`config.mk`:
```
export PLATFORM = sky130hd
export DESIGN_NAME = led_matrix_scan
export DESIGN_NICKNAME = d
export VERILOG_FILES = /design/src/rtl/led_matrix_scan.sv
export SDC_FILE = /design/constraint.sdc
export NUM_CORES = 1
export LEC_CHECK = 0
export ABC_CLOCK_PERIOD_IN_PS = 5600
export CAP_MARGIN = 25
export CORE_MARGIN = 5
export CORE_UTILIZATION = 45
export CTS_BUF_LIST = sky130_fd_sc_hd__clkbuf_2 sky130_fd_sc_hd__clkbuf_4 sky130_fd_sc_hd__clkbuf_8
export DETAILED_ROUTE_END_ITERATION = 12
export PLACE_DENSITY = 0.71
export SYNTH_ARGS = -nofsm -noshare
export SYNTH_HDL_FRONTEND = slang
export SYNTH_SLANG_ARGS = --single-unit
```
`constraint.sdc`:
```
create_clock -name clk -period 5.6 [get_ports clk]
set_clock_uncertainty 0.15 [all_clocks]
set_input_delay 1.12 -clock clk [delete_from_list [all_inputs] [get_ports clk]]
set_output_delay 1.12 -clock clk [all_outputs]
set_load 0.02 [all_outputs]
```
`src/rtl/led_matrix_scan.sv`:
```
// Row-multiplexed driver for an 8x8 LED matrix with a double-buffered frame store.
// A producer fills the back buffer and requests a swap; the copy to the front buffer
// happens only at a frame wrap so the display never tears. Each row slot begins with
// a blanking window to suppress ghosting.
// Optional feature: define LED_MATRIX_PWM_EN to add a 3-bit brightness input that
// gates the column drive within the non-blank part of each slot.

module led_matrix_scan #(
  parameter int unsigned ROWS         = 8,
  parameter int unsigned COLS         = 8,
  parameter int unsigned ROW_CYCLES   = 8192,  // must exceed BLANK_CYCLES
  parameter int unsigned BLANK_CYCLES = 16
) (
  input  logic            clk,
  input  logic            rst,
  input  logic            wr_en,
  input  logic [2:0]      wr_addr,
  input  logic [COLS-1:0] wr_data,
  input  logic            swap_req,
`ifdef LED_MATRIX_PWM_EN
  input  logic [2:0]      brightness,
`endif
  output logic            swap_pending,
  output logic            swap_ack,
  output logic            frame_start,
  output logic [COLS-1:0] col,
  output logic [ROWS-1:0] row
);

  localparam int unsigned SlotW = (ROW_CYCLES > 1) ? $clog2(ROW_CYCLES) : 1;
  localparam int unsigned IdxW  = (ROWS > 1) ? $clog2(ROWS) : 1;

  localparam logic [SlotW-1:0] SlotLast = SlotW'(ROW_CYCLES - 1);
  localparam logic [SlotW-1:0] BlankEnd = SlotW'(BLANK_CYCLES);
  localparam logic [IdxW-1:0]  IdxLast  = IdxW'(ROWS - 1);

  logic [SlotW-1:0] slot_q;
  logic [IdxW-1:0]  idx_q;
  logic [COLS-1:0]  front_q [ROWS];
  logic [COLS-1:0]  back_q  [ROWS];

  logic            slot_wrap;
  logic            frame_wrap;
  logic            blank;
  logic            wr_hit;
  logic [IdxW-1:0] wr_row;
  logic            pwm_on;

  assign slot_wrap  = (slot_q == SlotLast);
  assign frame_wrap = slot_wrap && (idx_q == IdxLast);
  assign blank      = (slot_q < BlankEnd);
  assign wr_hit     = wr_en && (32'(wr_addr) < ROWS);
  assign wr_row     = IdxW'(wr_addr);

`ifdef LED_MATRIX_PWM_EN
  localparam int unsigned Active = ROW_CYCLES - BLANK_CYCLES;

  logic [2:0]  bright_q;
  logic [2:0]  bright_eff;
  logic [31:0] pwm_off;
  logic [31:0] pwm_lhs;
  logic [31:0] pwm_rhs;

  // Brightness latched at slot counter 0; bypass so slot 0 itself sees the new value.
  always_ff @(posedge clk) begin
    if (rst) begin
      bright_q <= 3'd7;
    end else if (slot_q == '0) begin
      bright_q <= brightness;
    end
  end

  // On-time test: offset into the active window, scaled by 8, against active*(b+1).
  always_comb begin
    bright_eff = (slot_q == '0) ? brightness : bright_q;
    pwm_off    = 32'(slot_q) - BLANK_CYCLES;
    pwm_lhs    = pwm_off << 3;
    pwm_rhs    = Active * (32'(bright_eff) + 32'd1);
    pwm_on     = (pwm_lhs < pwm_rhs);
  end
`else
  assign pwm_on = 1'b1;
`endif

  // Slot counter and row index; the index advances when the slot counter wraps.
  always_ff @(posedge clk) begin
    if (rst) begin
      slot_q <= '0;
      idx_q  <= '0;
    end else if (slot_wrap) begin
      slot_q <= '0;
      idx_q  <= (idx_q == IdxLast) ? '0 : idx_q + 1'b1;
    end else begin
      slot_q <= slot_q + 1'b1;
    end
  end

  // Frame store and swap handshake; copy happens on the frame-wrap edge only.
  always_ff @(posedge clk) begin
    if (rst) begin
      for (int unsigned r = 0; r < ROWS; r++) begin
        front_q[r] <= '0;
        back_q[r]  <= '0;
      end
      swap_pending <= 1'b0;
      swap_ack     <= 1'b0;
    end else begin
      swap_ack <= 1'b0;
      if (frame_wrap && swap_pending) begin
        // Non-blocking copy takes back_q from before any write on this same edge.
        front_q      <= back_q;
        swap_pending <= 1'b0;
        swap_ack     <= 1'b1;
      end else if (swap_req) begin
        swap_pending <= 1'b1;
      end
      if (wr_hit) begin
        back_q[wr_row] <= wr_data;
      end
    end
  end

  // Registered drive: blank at the start of each slot, else select row and its pattern.
  always_ff @(posedge clk) begin
    if (rst) begin
      col         <= '0;
      row         <= '1;
      frame_start <= 1'b0;
    end else begin
      frame_start <= frame_wrap;
      if (blank) begin
        col <= '0;
        row <= '1;
      end else begin
        col <= pwm_on ? front_q[idx_q] : '0;
        row <= ~(ROWS'(1) << idx_q);
      end
    end
  end

endmodule
```
==> key figures <==
Placement
  – # port buffers: 33
  – Gpl congestion: 0.820
  – HPWL after DPL: 9.24 mm
  – DP Worst Slack: 2130 ps
  – Placed insts: 897

Timing
  – Final hold violation count: 0
  – Setup ws final: about 2200 ps
  – Worst Tran Pin Value: approximately 1000 ps
  – Fin. max-slew vios: 0
  – Hold_ws: between 300 and 400 ps
  – Final min period: around 3400 ps
  – Tcrit/Tclk final: 0.605
  – Max_slew headroom: 0.303
  – FMAX: 295 MHz
  – Unrepaired setup endpoints after global routing: false
  – Setup violations, final: 0
  – Fin Setup TNS: 0 ps

Power
  – Sw Pwr: 459 µW
  – P_int: 1.75 mW
  – Seq pwr share: 0.533
  – Peak VDD IR: between 0.15 and 0.2 mV
  – Comb power frac: 0.032
  – Pwr dens: between 300 and 400 nW/µm²
  – Leakage power: between 2 and 2.5 nW
  – Net Sw Frac: 0.208
  – Clock share of power: 0.436

Detailed routing
  – Vias/cell: 5.30
  – ANT nets after route: 0
  – DRT iter0 DRCs: around 450
  – Final wirelength: about 14 mm
  – DR vias: 4921
  – First-pass iteration count of the detailed router: 5
  – Wire per inst: about 15 µm
  – DRC Markers: 0

Floorplan
  – Chip Width: 128 µm
  – Die H: approximately 130 µm
  – Core ar.: approximately 14000 µm²
  – I/O Pins: 34
  – Starting density of the core: 0.455
  – Die outline area: ~16000 µm²
  – Num rows: 43

GRT
  – GRT Max-Usage Layer: met2
  – Gr usage total: 0.179
  – Initial antenna violation count: 0
  – Met2 Use GR: 0.277
  – Grt ovf: 0
  – Global-route wire length before repair: 23.2 mm
  – Vias in the first global route: 4611
  – Met1 GRT Util: 0.242
  – Largest net degree at the start of global routing: 91
  – Met3 Use GR: 0.0379

Yosys
  – Yosys warnings: 0
  – Syn_nets: between 700 and 800
  – Post-synthesis cell count: between 700 and 800
  – Yosys cell types: 35
  – Avg Inst Size Synth: ~8.6 µm²
  – Mapped Area: roughly 6300 µm²
  – Register area share after synthesis: 0.521
  – Yosys reg bits: 163

Layout
  – Commonest non-fill, non-tap cell in the layout: nand2_1
  – Final Net Count: approximately 760
  – Diodes inserted: 0
  – Post-route non-filler standard cell count: 929
  – Share of cells above drive strength 1: 0.0801
  – Commonest non-fill, non-tap cells in the layout: nand2_1 (253), dfxtp_1 (163), a21oi_1 (123)
  – Layout area overhead: 12.8%
  – Fill cells: roughly 1300

CTS
  – Buffer count from post-CTS setup fixing: 0
  – CTS Hold Bufs: 0
  – Clk_lat worst skew: about 450 ps
  – Clk buf depth: 2
  – Reg clk slew, reported paths: ~80 ps
  – CTS tree: built
  – PostCTS Resize Cnt: 0
  – # H-tree levels: 4
  – Clock sinks: about 160
  – Clock root cell: clkbuf_8
  – Cts bufs inserted: 17

Setup path
  – Crit path kind: reg2reg
  – Req. time, crit path: between 5000 and 6000 ps
  – Critical path arrival: around 3500 ps
  – Peak fanout along the critical path: 38
  – R2R setup slack: about 2200 ps
  – Startpoint Class: flop
  – Worst Setup End Kind: flop

Worst hold path
  – Type of the worst min-delay path: reg2reg

Job
  – Max Cap Viol: 0

Outcome
  – Status: finished, final reports clean
-- state kept, by name, indices dropped and copies added, names as in the netlist --
signal	flops
back_q	64
front_q	64
swap_pending	1
slot_q	13
col	8
frame_start	1
idx_q	3
row	8
swap_ack	1
-- layer usage --
layer  wire [µm]  up-vias
met1        6500     2316
met5           0        -
met3         795       29
met2        6420      156
met4         366        0
li1            -     2420
-- cell usage after synthesis (all sizes together) --
master / n / share of area
a21oi: 123 / 0.098
a311oi: 1 / 0.0014
a41o: 1 / 0.0016
a41oi: 1 / 0.0014
and2: 1 / 0.0010
buf: 28 / 0.029
clkbuf: 21 / 0.013
clkinv: 1 / 0.00060
dfxtp: 163 / 0.52
ha: 7 / 0.014
inv: 5 / 0.0030
mux2i: 17 / 0.027
mux4: 16 / 0.058
nand2: 253 / 0.15
nand2b: 3 / 0.0030
nand3: 9 / 0.0072
nand3b: 1 / 0.0012
nand4: 5 / 0.0074
nor2: 43 / 0.026
nor2b: 2 / 0.0020
nor3: 8 / 0.0072
nor3b: 1 / 0.0020
nor4: 3 / 0.0030
o21ai: 1 / 0.00080
or2: 2 / 0.0020
or3: 2 / 0.0020
or4: 2 / 0.0024
xnor2: 8 / 0.011
xor2: 2 / 0.0028
-- through the flow --
stage | util | area, µm² | power, mW
after global placement | 0.478 | 6590 | 1.27
after CTS | 0.512 | 7050 | 2.23
after detailed placement | 0.478 | 6590 | 1.27
after floorplan | - | 6260 | 1.25
after global routing | 0.513 | 7070 | 2.28
final | 0.513 | 7070 | 2.21
-- layout make-up --
cell class | count | area (µm²) | share of cell area
clock buffers | 21 | 277 | 0.0391
clock inverters | 10 | 180 | 0.0255
inverters | 6 | 22.5 | 0.00319
multi-input cells | 512 | 2730 | 0.386
flip-flops and latches | 163 | 3260 | 0.462
well taps | 180 | 225 | 0.0319
repair buffers | 37 | 370 | 0.0524
-- power groups by stage --
stage	Combinational [mW]	Clock (mW)	Sequential, mW
after detailed placement	0.0698	0	1.20
after global routing	0.0770	1.02	1.18
final	0.0707	0.963	1.18
after CTS	0.0700	0.985	1.18
after global placement	0.0679	0	1.20
after floorplan	0.0454	0	1.20
-- cell families after synthesis --
group,synth area share
simple gates,0.218
compound gates,0.103
fa+ha+maj,0.0140
mux,0.0847
buf+inv,0.0449
flops,0.521
xor+xnor,0.0140
-- critical path, cell delays in order, from the launching register on --
cell     delay (ps)
dfxtp_1        1000
ha_1            330
ha_1            240
nand4_1         150
or4_2           890
buf_12          300
nand2_1         100
a21oi_1          60
-- worst paths after layout --
check | depth (start not counted) | startpoint | endpoint
max | 7 | idx_q[1] | front_q[33]
min | 2 | front_q[22] | front_q[22]
max reg2reg | 7 | idx_q[1] | front_q[33]
min reg2reg | 2 | front_q[22] | front_q[22]
Power figures use the tool's default switching activity.
